**config.mk**
```make
export PLATFORM = sky130hd
export DESIGN_NAME = fir_mc_sched
export DESIGN_NICKNAME = d
export VERILOG_FILES = /design/src/rtl/fir_pkg.sv /design/src/rtl/axis_out_reg.sv /design/src/rtl/fir_mc_sched.sv
export SDC_FILE = /design/constraint.sdc
export NUM_CORES = 1
export LEC_CHECK = 0
export ABC_AREA = 1
export CAP_MARGIN = 10
export CORE_MARGIN = 4
export CORE_UTILIZATION = 42
export CTS_CLUSTER_DIAMETER = 150
export DETAILED_ROUTE_END_ITERATION = 12
export PLACE_DENSITY_LB_ADDON = 0.2
export SYNTH_ARGS = -nofsm -noshare
export SYNTH_HDL_FRONTEND = slang
export SYNTH_SLANG_ARGS = --single-unit
```
**constraint.sdc**
```tcl
create_clock -name sys_clk -period 2 [get_ports sys_clk]
set_input_delay 0.4 -clock sys_clk [delete_from_list [all_inputs] [get_ports sys_clk]]
set_output_delay 0.4 -clock sys_clk [all_outputs]
set_load 0.02 [all_outputs]
```
**src/rtl/fir_pkg.sv**
```systemverilog
`timescale 1ns/1ps
`default_nettype none
// ============================================================================
// Module   : fir_pkg
// Purpose  : Shared definitions for the multi-cycle FIR sequencer: scheduler
//            state encoding, 4-bit counter type, default datapath constants
//            and the host configuration bus widths.
// Revision : 1.0 - initial release
// ============================================================================
package fir_pkg;

  // Counter width shared by the cycle and latency counters.
  localparam int C_CNT_W = 4;
  typedef logic [C_CNT_W-1:0] cnt_t;

  // Scheduler states.
  typedef enum logic [1:0] {
    ST_IDLE  = 2'd0,
    ST_RUN   = 2'd1,
    ST_WAIT  = 2'd2,
    ST_STALL = 2'd3
  } fsm_state_e;

  // FIR datapath defaults.
  localparam int C_FIR_DW  = 16;  // sample / result width
  localparam int C_FIR_N   = 8;   // datapath cycles per sample
  localparam int C_FIR_LAT = 2;   // result latency after the last cycle

  // Host coefficient bus.
  localparam int C_CFG_AW = 8;
  localparam int C_CFG_DW = 32;

  // Terminal value of a counter that must step through n values (0..n-1).
  function automatic cnt_t last_count(input int unsigned n);
    return cnt_t'(n - 1);
  endfunction

endpackage
`default_nettype wire

```
**src/rtl/axis_out_reg.sv**
```systemverilog
`timescale 1ns/1ps
`default_nettype none
// ============================================================================
// Module   : axis_out_reg
// Purpose  : One-entry valid/ready output holding register. A load takes
//            priority over a same-edge drain, so back-to-back results keep
//            tvalid high with the new data.
// Ports    : clk_i, rst_ni (async, active low), en_i (clock enable),
//            load_i/data_i (capture request), tdata_o/tvalid_o/tready_i
//            (downstream stream).
// Revision : 1.0 - initial release
// ============================================================================
module axis_out_reg #(
  parameter int DW = 16
) (
  input  logic          clk_i,
  input  logic          rst_ni,
  input  logic          en_i,
  input  logic          load_i,
  input  logic [DW-1:0] data_i,
  output logic [DW-1:0] tdata_o,
  output logic          tvalid_o,
  input  logic          tready_i
);

  logic [DW-1:0] tdata_q;
  logic          tvalid_q;

  always_ff @(posedge clk_i or negedge rst_ni) begin
    if (!rst_ni) begin
      tdata_q  <= '0;
      tvalid_q <= 1'b0;
    end else if (en_i) begin
      if (load_i) begin
        tdata_q  <= data_i;
        tvalid_q <= 1'b1;
      end else if (tvalid_q && tready_i) begin
        tvalid_q <= 1'b0;
      end
    end
  end

  assign tdata_o  = tdata_q;
  assign tvalid_o = tvalid_q;

endmodule
`default_nettype wire

```
**src/rtl/fir_mc_sched.sv**
```systemverilog
`timescale 1ns/1ps
`default_nettype none
// ============================================================================
// Module   : fir_mc_sched
// Purpose  : Sequencer for a multi-cycle FIR datapath. Accepts one sample,
//            steps the datapath through N cycles, waits LAT cycles for the
//            result and hands it to a one-entry output register. Coefficient
//            writes from the host are forwarded only while idle, so the
//            coefficients never change in the middle of a sample.
// Ports    : sys_clk, reset_n (async, active low), ce (global clock enable)
//            s_t*      : sample input stream
//            m_t*      : filtered output stream
//            fir_*     : datapath sequencing (sample, load, cycle, result)
//            cfg_*     : host coefficient write port
//            coeff_*   : forwarded coefficient write
//            busy_o    : scheduler not idle
// Revision : 1.0 - initial release
// ============================================================================
module fir_mc_sched
  import fir_pkg::*;
#(
  parameter int DW  = C_FIR_DW,
  parameter int N   = C_FIR_N,
  parameter int LAT = C_FIR_LAT
) (
  input  logic                sys_clk,
  input  logic                reset_n,
  input  logic                ce,
  input  logic [DW-1:0]       s_tdata,
  input  logic                s_tvalid,
  output logic                s_tready,
  output logic [DW-1:0]       m_tdata,
  output logic                m_tvalid,
  input  logic                m_tready,
  output logic [DW-1:0]       fir_sample_o,
  output logic                fir_load_o,
  output logic [C_CNT_W-1:0]  fir_cycle_o,
  input  logic [DW-1:0]       fir_result_i,
  input  logic [C_CFG_AW-1:0] cfg_addr,
  input  logic [C_CFG_DW-1:0] cfg_wdata,
  input  logic                cfg_wr,
  output logic                cfg_ready,
  output logic [C_CFG_AW-1:0] coeff_addr,
  output logic [C_CFG_DW-1:0] coeff_wdata,
  output logic                coeff_wr,
  output logic                busy_o
);

  localparam cnt_t C_CYC_LAST = last_count(N);
  localparam cnt_t C_LAT_LAST = last_count(LAT);

  fsm_state_e          state_q;
  cnt_t                cyc_q;
  cnt_t                lat_q;
  logic [DW-1:0]       sample_q;
  logic                load_q;
  logic                busy_q;
  logic [C_CFG_AW-1:0] caddr_q;
  logic [C_CFG_DW-1:0] cwdata_q;
  logic                cwr_q;

  logic idle_w;
  logic cfg_fire_w;
  logic s_fire_w;
  logic wait_last_w;
  logic capture_w;

  assign idle_w     = (state_q == ST_IDLE);
  assign cfg_ready  = ce & idle_w;
  // A pending coefficient write blocks the sample for this cycle.
  assign s_tready   = ce & idle_w & ~cfg_wr;
  assign cfg_fire_w = cfg_wr & cfg_ready;
  assign s_fire_w   = s_tvalid & s_tready;

  assign wait_last_w = (state_q == ST_WAIT) && (lat_q == C_LAT_LAST);

  // Capture when the result is due and the output slot is free (empty, or
  // being drained on this same edge); from STALL the slot is known full, so
  // only a downstream ready frees it.
  assign capture_w = ce & ((wait_last_w & (~m_tvalid | m_tready)) |
                           ((state_q == ST_STALL) & m_tready));

  always_ff @(posedge sys_clk or negedge reset_n) begin
    if (!reset_n) begin
      state_q  <= ST_IDLE;
      cyc_q    <= '0;
      lat_q    <= '0;
      sample_q <= '0;
      load_q   <= 1'b0;
      busy_q   <= 1'b0;
      caddr_q  <= '0;
      cwdata_q <= '0;
      cwr_q    <= 1'b0;
    end else if (ce) begin
      // Single-cycle strobes.
      load_q <= 1'b0;
      cwr_q  <= 1'b0;
      case (state_q)
        ST_IDLE: begin
          if (cfg_fire_w) begin
            caddr_q  <= cfg_addr;
            cwdata_q <= cfg_wdata;
            cwr_q    <= 1'b1;
          end else if (s_fire_w) begin
            sample_q <= s_tdata;
            load_q   <= 1'b1;
            cyc_q    <= '0;
            busy_q   <= 1'b1;
            state_q  <= ST_RUN;
          end
        end
        ST_RUN: begin
          if (cyc_q == C_CYC_LAST) begin
            // Cycle output returns to 0 outside RUN.
            cyc_q   <= '0;
            lat_q   <= '0;
            state_q <= ST_WAIT;
          end else begin
            cyc_q <= cyc_q + cnt_t'(1);
          end
        end
        ST_WAIT: begin
          if (lat_q == C_LAT_LAST) begin
            lat_q <= '0;
            if (capture_w) begin
              busy_q  <= 1'b0;
              state_q <= ST_IDLE;
            end else begin
              state_q <= ST_STALL;
            end
          end else begin
            lat_q <= lat_q + cnt_t'(1);
          end
        end
        ST_STALL: begin
          if (capture_w) begin
            busy_q  <= 1'b0;
            state_q <= ST_IDLE;
          end
        end
        default: begin
          busy_q  <= 1'b0;
          state_q <= ST_IDLE;
        end
      endcase
    end
  end

  axis_out_reg #(
    .DW (DW)
  ) u_out_reg (
    .clk_i    (sys_clk),
    .rst_ni   (reset_n),
    .en_i     (ce),
    .load_i   (capture_w),
    .data_i   (fir_result_i),
    .tdata_o  (m_tdata),
    .tvalid_o (m_tvalid),
    .tready_i (m_tready)
  );

  assign fir_sample_o = sample_q;
  assign fir_load_o   = load_q;
  assign fir_cycle_o  = cyc_q;
  assign coeff_addr   = caddr_q;
  assign coeff_wdata  = cwdata_q;
  assign coeff_wr     = cwr_q;
  assign busy_o       = busy_q;

endmodule
`default_nettype wire

```
-- Yosys cells after proc, flatten, opt, wreduce, memory -nomap -nowiden
Cells that the tools add are included.
- flip-flop bits (word level): 86
- input port bits: 78
- output and inout port bits: 82
- logic and storage cells: 76
- add/sub/neg operators: 2
- equal/unequal tests: 10
- multiplexer cells: 26
- bitwise operators: 12
- reduce and logical (&&, ||, !) cells: 15
- operator list (operator ; number):
    4-bit 2-to-1 mux ; 5
    4-bit one-hot mux with 2 select lines ; 2
    2-bit 2-to-1 mux ; 6
    1-bit 2-to-1 mux ; 11
    4-bit by 1-bit adder with 4-bit output (second input constant) ; 2
    2-bit one-hot mux with 4 select lines ; 1
    4-bit AND reduction ; 2
    1-bit AND ; 7
    2-bit inequality test (second input constant) ; 3
    3-bit AND reduction ; 2
    6-bit AND reduction ; 1
    2-bit nonzero test ; 3
    5-bit AND reduction ; 1
    2-bit equality test (second input constant) ; 2
    4-bit by 1-bit equality test with 1-bit output (second input constant) ; 1
    4-bit by 3-bit equality test with 1-bit output (second input constant) ; 1
    2-bit by 1-bit inequality test with 1-bit output (second input constant) ; 2
    2-bit AND reduction ; 2
    1-bit inverter ; 3
    1-bit one-hot mux with 3 select lines ; 1
    3-bit nonzero test ; 1
    2-bit by 1-bit equality test with 1-bit output (second input constant) ; 1
    1-bit logical AND ; 2
    2-bit zero test ; 1
    1-bit bitwise OR ; 2

-- Logic depth before layout (Yosys ltp)
Gate-level depths: netlist (run 1).
- depth in word-level cells: 8
- gate-level depth with buffers: 10
- mapped depth without buffers: 9

-- Cells and area by module
A second synthesis (run 1) with hierarchy kept.
- cell total of the unflattened synthesis: 289
- area total of the unflattened synthesis: 3703.6 um^2
- modules (own cells, without submodules) (module ; times used ; cells an instance ; area an instance (um^2)):
    fir_mc_sched ; 1 ; 215 ; 2979.1
    axis_out_reg ; 1 ; 74 ; 724.4

-- Least setup slack after synthesis (run 1)
OpenSTA, ideal clock, no wires.
- path type: register -> output
- start point: reg state_q[1]
- end point: out s_tready
- data arrival time: 1.137 ns
- data required time: 1.600 ns
- slack: 0.463 ns
- cell stages (with the launch flop): 4
- buffers on the path: 0
- cells stage by stage: dfrtp_1 -> inv_1 -> nand2_1 -> nor3_1
- cells in the longest elaborated chain, start to end: 3
- ends and longest elaborated chain (element ; RTL line ; RTL):
    start, declared ; fir_mc_sched.sv:52 ; fsm_state_e state_q;
    start signal, assigned ; fir_mc_sched.sv:85 ; state_q <= ST_IDLE;
    start signal, assigned ; fir_mc_sched.sv:109 ; state_q <= ST_RUN;
    start signal, assigned ; fir_mc_sched.sv:117 ; state_q <= ST_WAIT;
    2-bit zero test ; fir_mc_sched.sv:68 ; assign idle_w = (state_q == ST_IDLE);
    1-bit AND (2 in series) ; fir_mc_sched.sv:71 ; assign s_tready = ce & idle_w & ~cfg_wr;
    end, declared ; fir_mc_sched.sv:31 ; output logic s_tready,
Every way passes these cells.

-- Final worst setup path (run 1)
- start point: reg state_q[1]
- end point: out cfg_ready
- cells in the longest elaborated chain, start to end: 2
- ends and longest elaborated chain (element ; RTL line ; RTL):
    2-bit zero test ; fir_mc_sched.sv:68 ;
    1-bit AND ; fir_mc_sched.sv:69 ; assign cfg_ready = ce & idle_w;
    end, declared ; fir_mc_sched.sv:42 ; output logic cfg_ready,
Every way passes these cells.

==> flow_summary_export.csv, run 1 <==
group,metric,value,unit
cts,numClockSinks,86,
critical_path,startpoint_type,"flip-flop",
routing,dr.pass1.iters,4,
yosys,syn-cell-area,3560,um^2
floorplan,io_pins,160,
timing,setup_slack,0.162,ns
cts,cts_tree,"built",
yosys,yosys.area.top_type,"dfrtp_1",
routing,vias_per_cell,4.68,
global_routing,antenna_found_initial,0,
cells_and_area,final_area,5550,um^2
critical_path,path_class,"flip-flop to output pin",
cts,cts_buffers,9,
cells_and_area,antenna_cells,0,
placed_design,placed_area,5380,um^2
timing,slew_violations,0,
yosys,synth_cell_type_count,31,
cts,ctsLongestPathBuffers,2,
routing,wl_per_cell,14.8,um
global_routing,grt_pass1_wl,13900,um
run,maxCapViolCount,0,
routing,ant_nets,0,
cells_and_area,final_util,0.676,
critical_path,cp-end-kind,"output pin",
global_routing,gr-total-overflow,0,
cells_and_area,nets,551,
cts,root_buffer,"clkbuf_8",
placed_design,pre_cts_ws,-0.198,ns
critical_path,cp.required,1.60,ns
timing,maxSlewHeadroom,0.684,
global_routing,grt_pass1_vias,2814,
yosys,synth.area.top_cells,"dfrtp_1, mux2_2, nand2_1",
cells_and_area,fill_cells,667,
timing,max_freq,544,MHz
timing,setup_viol,0,
global_routing,grt_max_degree,36,
power,power.density,1500,nW/um^2
placed_design,gp_congestion,0.771,
min_path,hold_path_class,"input pin to asynchronous set/reset pin",
timing,finalClockSkew,0.0121,ns
yosys,synthCells,296,
timing,hold_viol_final,0,
timing,tns,0,ns
cts,htreeDepth,3,
yosys,yosysWarnings,0,
critical_path,path_max_fanout,4,
routing,drcViolationCount,0,
timing,fin_crit,1.84,ns
cells_and_area,stdcell_count,580,
routing,drtIter0Drc,33,
power,vdd_ir_drop_max,0.722,mV
global_routing,grt_usage,0.178,
power,leakagePower,2.55,nW
yosys,ys_ff_latch,86,
cells_and_area,drive_above_1_share,0.206,
floorplan,die_h,100,um
outcome,status,"complete, no violations",
routing,drt-total-wl,8580,um
yosys,yosysSeqAreaShare,0.604,
floorplan,core-area,8220,um^2
timing,worst_slew_pin_slew,0.474,ns
floorplan,rows,33,
placed_design,port_buffers,159,
floorplan,die_area,10000,um^2
cells_and_area,syn_to_final_growth,55.9,%
critical_path,arrival,1.44,ns
timing,fin_crit_sh,0.919,
cts,hold_buffers,0,
cts,cts.clk_slew.worst_paths,0.09,ns
placed_design,placed_cells,564,
timing,rsz0062_at_grt,"false",
cts,clock_latency,0.34,ns
yosys,synth_nets,377,
cts,cts_setup_buffers,0,
routing,vias,2717,
placed_design,hpwl,6590,um
yosys,avgSynthCellArea,12.0,um^2
cts,cts_resized,2,
floorplan,die_w,100,um
floorplan,initial_core_util,0.433,
yosys,synth_top_cell_area_share,0.604,
Yosys cell counts:
master / count
nor2_4: 1
o21bai_1: 1
inv_2: 2
buf_4: 2
nand3_2: 1
ha_1: 3
nand2_1: 83
or2_2: 1
a31oi_1: 1
buf_6: 2
nand3_1: 9
nor2_1: 12
dfrtp_1: 86
a211o_2: 1
mux2_4: 8
nand4_4: 1
o21ai_0: 2
inv_4: 1
o21ai_2: 1
mux2i_1: 1
buf_2: 4
mux2_2: 48
nor3b_1: 1
o22ai_1: 1
o21ai_1: 2
inv_1: 12
nand4_1: 1
nor3_1: 1
nand2_2: 3
xor2_1: 3
nand2_4: 1
flip-flops by register name, summed over array words and instances (netlist names):
| name | flops |
|---|---|
| coeff_wdata | 32 |
| fir_sample_o | 16 |
| u_out_reg.tdata_o | 16 |
| coeff_addr | 8 |
| fir_cycle_o | 4 |
| lat_q | 4 |
| state_q | 2 |
| busy_o | 1 |
| coeff_wr | 1 |
| fir_load_o | 1 |
| u_out_reg.tvalid_o | 1 |
layout by cell type (no fill, tap or decap), types with 2 or more instances in the layout:
cell               n
buf_12             5
buf_4              8
clkbuf_8          10
clkdlybuf4s50_1  156
clkinvlp_4         2
dfrtp_1           86
ha_1               3
inv_1             12
inv_2              2
inv_6              2
mux2_2            48
mux2_4             8
nand2_1           83
nand2_2            3
nand3_1            9
nor2_1            12
o21ai_0            2
o21ai_1            2
xor2_1             3
final timing paths:
path / to / slack (ns) / cells past startpoint / startpoint
max: cfg_ready / 0.16 / 4 / state_q[1]
min: u_out_reg.tdata_o[11] / 0.007 / 1 / reset_n
min reg2reg: u_out_reg.tdata_o[3] / 0.48 / 2 / u_out_reg.tdata_o[3]
max in group asynchronous: coeff_addr[5] / 1.37 / 2 / reset_n
min in group sys_clk: u_out_reg.tdata_o[3] / 0.48 / 2 / u_out_reg.tdata_o[3]
max reg2reg: coeff_wdata[2] / 0.49 / 5 / state_q[0]
layout make-up:
cell class              count  area (um^2)  area share
inverters                  15         58.8      0.0106
well taps                 105          131      0.0237
flip-flops and latches     86         2150       0.388
clock inverters             5         41.3     0.00744
clock buffers              11          141      0.0255
repair buffers            171         1740       0.313
multi-input cells         187         1290       0.233
logic make-up after synthesis:
| kind of cell | synth area share |
|---|---|
| AO/OA/AOI/OAI | 0.0165 |
| XOR/XNOR | 0.00738 |
| adder cells (fa/ha/maj) | 0.0105 |
| buffers and inverters | 0.0327 |
| flip-flops | 0.604 |
| multiplexers | 0.188 |
| AND/OR/NAND/NOR | 0.140 |
routing by layer:
metal	part of all wire	wire length, um	track usage	vias up
met4	0.017	150	0.0705	0
li1	-	-	-	1316
met2	0.49	4240	0.287	88
met3	0.082	702	0.0612	9
met1	0.41	3490	0.220	1304
met5	0	0	0	-
per-stage QoR:
stage / hold slack, ns / total power (W)
after floorplan: 0.104 / 0.00516
after global placement: 0.389 / 0.00721
after detailed placement: 0.393 / 0.00731
after CTS: 0.00643 / 0.00847
after global routing: 0.0121 / 0.00889
final: 0.00656 / 0.00835
power breakdown:
part	switching (W)	internal [W]
clock network	0.000628	0.000497
registers	0.000423	0.00255
logic	0.00204	0.00221
worst max-delay path, stage by stage, from the launching register on:
cell           delay [ns]
dfrtp_1              0.39
inv_1                0.13
nand2_1              0.14
nor2_1               0.10
dlygate4sd2_1        0.34
Note: power is estimated with default switching activity, not from simulation.
==> run 2, diff against run 1 <==
--- a/config.mk
+++ b/config.mk
@@ -8,7 +8,7 @@
 export ABC_AREA = 1
 export CAP_MARGIN = 10
 export CORE_MARGIN = 4
-export CORE_UTILIZATION = 42
+export CORE_UTILIZATION = 37
 export CTS_CLUSTER_DIAMETER = 150
 export DETAILED_ROUTE_END_ITERATION = 12
 export PLACE_DENSITY_LB_ADDON = 0.2
==> run 2 against run 1 <==
Sequential power barely moved. Utilization decreased by 7.6 points. Clock skew is 0.0015 ns lower. Routed wire length is 2.5% higher. Global-route usage shrank 1.7 points. Count of clock-buffer cells in the layout down 1. Critical endpoint is now s_tready.
==> flow_summary_export.csv, run 2 (synthesized netlist as in run 1, its figures left out) <==
group,metric,value,unit
timing,tns,0,ns
run,maxCapViolCount,0,
floorplan,die_w,106,um
timing,rsz0062_at_grt,"false",
cells_and_area,stdcell_count,605,
timing,fin_crit,1.88,ns
cts,cts_buffers,9,
timing,worst_slew_pin_slew,0.308,ns
cts,root_buffer,"clkbuf_8",
critical_path,startpoint_type,"flip-flop",
critical_path,cpPeakStageDelay,0.38,ns
routing,drt-total-wl,8790,um
timing,finalClockSkew,0.0107,ns
routing,dr.pass1.iters,4,
cells_and_area,largest_reg_flops,32,
critical_path,path_class,"flip-flop to output pin",
critical_path,path_max_fanout,4,
critical_path,worst-path-buf-inv,2,
critical_path,arrival,1.48,ns
timing,max_freq,531,MHz
cts,numClockSinks,86,
critical_path,crit_chain,"inv_1 > nand2_1 > nor3_1 > clkdlybuf4s15_1",
routing,drtIter0Drc,85,
cells_and_area,final_cell_mix,"clkdlybuf4s50_1, dfrtp_1, nand2_1, mux2_2",
placed_design,gp_congestion,0.804,
floorplan,die_area,11300,um^2
cts,htreeDepth,3,
cts,cts.clk_slew.worst_paths,0.10,ns
cts,cts_setup_buffers,0,
critical_path,cp-end-kind,"output pin",
global_routing,grt_usage,0.161,
outcome,status,"complete, no violations",
cts,ctsLongestPathBuffers,2,
cells_and_area,layout_commonest_cell,"clkdlybuf4s50_1",
timing,fin_crit_sh,0.942,
floorplan,io_pins,160,
timing,maxSlewHeadroom,0.795,
critical_path,cp_slowest_cell,"dfrtp_1",
critical_path,cp.required,1.60,ns
placed_design,placed_cells,588,
timing,setup_viol,0,
power,power.density,1500,nW/um^2
power,leakagePower,2.54,nW
routing,vias_per_cell,4.52,
placed_design,pre_cts_ws,-0.139,ns
power,vdd_ir_drop_max,0.725,mV
cells_and_area,fill_cells,827,
global_routing,grt_max_degree,47,
placed_design,placed_area,5380,um^2
cells_and_area,nets,552,
floorplan,core-area,9280,um^2
routing,drcViolationCount,0,
cells_and_area,syn_to_final_growth,56.5,%
routing,vias,2737,
timing,slew_violations,0,
critical_path,cp_top_family,"buffers and inverters",
cells_and_area,final_area,5570,um^2
cts,clock_latency,0.35,ns
floorplan,initial_core_util,0.384,
timing,setup_slack,0.116,ns
global_routing,gr-total-overflow,0,
cells_and_area,final_util,0.600,
global_routing,grt_pass1_wl,14400,um
cells_and_area,drive_above_1_share,0.206,
floorplan,rows,35,
cts,cts_tree,"built",
global_routing,antenna_found_initial,0,
timing,hold_viol_final,0,
global_routing,grt_pass1_vias,2874,
placed_design,port_buffers,159,
routing,ant_nets,0,
placed_design,hpwl,6750,um
routing,wl_per_cell,14.5,um
min_path,hold_path_class,"input pin to asynchronous set/reset pin",
cells_and_area,antenna_cells,0,
floorplan,die_h,106,um
-- run 2: what timing repair did --
action | 4_1_cts | 5_1_grt
endpoints found under the hold margin | 16 | 0
pin swaps | 0 | 0
resized for setup | 2 | 1
endpoints found under the setup margin | 2 | 1
hold buffers | 1 | 0
-- run 2: final timing paths --
check	end	cells after the start	start	slack [ns]
setup / recovery	s_tready	4	state_q[1]	0.12
min in group sys_clk	u_out_reg.tdata_o[0]	2	u_out_reg.tdata_o[0]	0.48
max in group asynchronous	coeff_wr	3	reset_n	0.95
hold reg to reg	u_out_reg.tdata_o[0]	2	u_out_reg.tdata_o[0]	0.48
hold / removal	coeff_wdata[21]	2	reset_n	0.45
setup reg to reg	coeff_wdata[31]	5	state_q[0]	0.51
-- run 2: where the power goes --
part	internal, W	total (W)	switching, W
clock network	0.000490	0.00113	0.000644
logic	0.00220	0.00425	0.00204
registers	0.00255	0.00297	0.000417
total	0.00524	0.00834	0.00310
-- run 2: per-stage QoR --
step	hold WS, ns	power [W]
finish	0.455	0.00834
floorplan	0.104	0.00516
global route	0.469	0.00888
CTS	0.450	0.00847
detailed placement	0.288	0.00731
global placement	0.287	0.00721
-- run 2: layout make-up --
type | count | area, um^2 | share of cell area
repair buffers | 172 | 1730 | 0.310
inverters | 15 | 58.8 | 0.0106
multi-input cells | 187 | 1290 | 0.232
flip-flops and latches | 86 | 2150 | 0.386
clock buffers | 10 | 138 | 0.0247
clock inverters | 6 | 45.0 | 0.00808
well taps | 129 | 161 | 0.0290
-- run 2: routing by layer --
layer,wire length [um],up-vias,global-route usage,share of wire
met5,0,-,0,0
met3,584,12,0.0443,0.066
met1,3630,1321,0.198,0.41
li1,-,1321,-,-
met2,4390,83,0.263,0.50
met4,190,0,0.0731,0.022
-- run 2: worst register-to-register path: stages (launching register included) --
cell,delay (ns)
dfrtp_1,0.40
buf_4,0.16
nor2_4,0.16
nand3_2,0.14
buf_4,0.23
mux2_2,0.29
==> run 3, diff against run 2 <==
--- a/config.mk
+++ b/config.mk
@@ -5,11 +5,11 @@
 export SDC_FILE = /design/constraint.sdc
 export NUM_CORES = 1
 export LEC_CHECK = 0
-export ABC_AREA = 1
+export ABC_AREA = 0
 export CAP_MARGIN = 10
 export CORE_MARGIN = 4
 export CORE_UTILIZATION = 37
-export CTS_CLUSTER_DIAMETER = 150
+export CTS_CLUSTER_DIAMETER = 200
 export DETAILED_ROUTE_END_ITERATION = 12
 export PLACE_DENSITY_LB_ADDON = 0.2
 export SYNTH_ARGS = -nofsm -noshare
==> run 3 against run 2 <==
Global-route usage is 0.60 points lower. Via count decreased by 8.2%. Count of clock-buffer cells in the layout grew 1. Routed wire length shrank 2.8%. Non-clock buffer count down 1. Critical path type is now input pin to output pin. Highest routed layer unchanged.
==> flow_summary_export.csv, run 3 <==
group,metric,value,unit
outcome,status,"complete, no violations",
timing,tns,0,ns
floorplan,initial_core_util,0.382,
critical_path,path_class,"input pin to output pin",
floorplan,core-area,9280,um^2
placed_design,gp_congestion,0.738,
cts,root_buffer,"clkbuf_8",
yosys,synth_compound_area_frac,0.0539,
timing,rsz0062_at_grt,"false",
yosys,synth_edf_count,0,
power,leakagePower,2.39,nW
timing,setup_viol,0,
yosys,synth_commonest_cells,"dfrtp_1, mux2_2, mux2_4, nand2_1",
yosys,synth.most_common_cell,"dfrtp_1",
global_routing,grt_max_degree,42,
yosys,synth_xor_area_frac,0,
cells_and_area,final_util,0.597,
yosys,synthCells,236,
cells_and_area,antenna_cells,0,
yosys,synth_top_family_by_area,"multiplexers",
placed_design,port_buffers,159,
cells_and_area,layout_commonest_cell,"clkdlybuf4s50_1",
timing,hold_viol_final,0,
timing,slew_violations,0,
global_routing,antenna_found_initial,0,
yosys,syn-cell-area,3550,um^2
cts,htreeDepth,3,
floorplan,rows,35,
routing,drcViolationCount,0,
floorplan,die_w,106,um
cts,cts_tree,"built",
cts,clock_latency,0.35,ns
yosys,yosys.area_share.simple,0.0621,
cts,cts_buffers,9,
critical_path,reg2reg_depth,6,
floorplan,die_area,11200,um^2
cts,ctsLongestPathBuffers,2,
critical_path,arrival,1.46,ns
global_routing,grt_usage,0.155,
yosys,synth_nets,317,
yosys,yosysSeqAreaShare,0.606,
routing,ant_nets,0,
timing,fin_crit_sh,0.928,
routing,vias,2513,
global_routing,grt_pass1_wl,13700,um
critical_path,cp.required,1.60,ns
yosys,synthFlopType,"dfrtp_1",
timing,finalClockSkew,0.0173,ns
yosys,synth.area.top_cells,"dfrtp_1, mux2_2, mux2_4",
critical_path,startpoint_type,"input pin",
cells_and_area,drive_above_1_share,0.262,
cells_and_area,syn_to_final_growth,56.3,%
timing,worst_slew_pin_slew,0.547,ns
power,power.density,1520,nW/um^2
cts,cts.clk_slew.worst_paths,0.10,ns
yosys,synth_top_cell_area_share,0.606,
floorplan,io_pins,160,
cells_and_area,final_cell_mix,"clkdlybuf4s50_1, dfrtp_1, mux2_2, clkbuf_8, buf_4",
cts,cts_setup_buffers,0,
routing,vias_per_cell,4.65,
yosys,async_flop_share,1.00,
yosys,ys_ff_latch,86,
global_routing,grt_pass1_vias,2689,
critical_path,cp-end-kind,"output pin",
power,vdd_ir_drop_max,0.702,mV
routing,wl_per_cell,15.8,um
timing,fin_crit,1.86,ns
cells_and_area,nets,488,
yosys,yosysWarnings,0,
timing,maxSlewHeadroom,0.635,
global_routing,gr-total-overflow,0,
cts,numClockSinks,86,
run,maxCapViolCount,0,
timing,max_freq,539,MHz
floorplan,die_h,106,um
yosys,synthMuxAreaShare,0.240,
routing,dr.pass1.iters,4,
routing,drt-total-wl,8550,um
min_path,hold_path_class,"input pin to asynchronous set/reset pin",
critical_path,path_max_fanout,3,
yosys,yosys.area.top_type,"dfrtp_1",
yosys,synth_cell_type_count,40,
routing,drtIter0Drc,41,
yosys,synthAdderAreaFrac,0.0106,
placed_design,hpwl,6400,um
yosys,avgSynthCellArea,15.0,um^2
cells_and_area,largest_reg_flops,32,
run 3: cell type report:
class | count | area (um^2)
clock inverters | 5 | 40.0
flip-flops and latches | 86 | 2150
repair buffers | 171 | 1720
fillers | 782 | 3740
inverters | 5 | 18.8
well taps | 129 | 161
clock buffers | 11 | 151
multi-input cells | 134 | 1300
run 3: where the power goes:
part | switching (W) | internal (W)
logic | 0.00192 | 0.00231
registers | 0.000465 | 0.00255
clock network | 0.000645 | 0.000529
total | 0.00303 | 0.00540
run 3: path summary, 6_finish.rpt:
check,slack (ns),endpoint,startpoint
hold reg to reg,0.49,coeff_wr,coeff_wr
max in group asynchronous,1.33,coeff_wdata[11],reset_n
setup reg to reg,0.28,u_out_reg.tdata_o[4],lat_q[1]
min in group sys_clk,0.49,coeff_wr,coeff_wr
setup / recovery,0.14,cfg_ready,ce
hold / removal,0.02,coeff_wdata[1],reset_n
run 3: per-layer routing:
metal / track usage / vias to the layer above / share of wire
li1: - / 1190 / -
met1: 0.186 / 1229 / 0.41
met2: 0.254 / 84 / 0.49
met3: 0.0589 / 10 / 0.082
met4: 0.0564 / 0 / 0.015
met5: 0 / - / 0
run 3: metrics by stage:
stage / area [um^2] / total power [W] / instances / hold slack (ns) / setup slack, ns
after floorplan: 3550 / 0.00525 / 236 / 0.104 / 0.195
after global placement: 5360 / 0.00726 / 525 / 0.430 / -0.296
after detailed placement: 5360 / 0.00735 / 525 / 0.428 / -0.320
after CTS: 5560 / 0.00856 / 541 / 0.0322 / 0.0122
after global routing: 5550 / 0.00893 / 541 / 0.0542 / 0.0726
final: 5550 / 0.00842 / 541 / 0.0185 / 0.144
run 3: kinds of logic (layout without fill, tap and decap cells):
family | count (synthesis) | count (layout)
DFF | 86 | 86
muxes | 73 | 73
and+or+nand+nor | 34 | 34
AOI/OAI and AO/OA | 24 | 24
buffers and inverters | 16 | 192
adders and majority gates | 3 | 3
run 3: critical path, stage by stage:
cell	delay, ns
clkdlybuf4s50_1	0.49
inv_1	0.09
buf_4	0.15
nor3_4	0.13
buf_2	0.20
run 3: timing repair:
item	CTS	global route
hold buffers	0	0
endpoints found under the setup margin	2	2
gates resized for setup	4	4
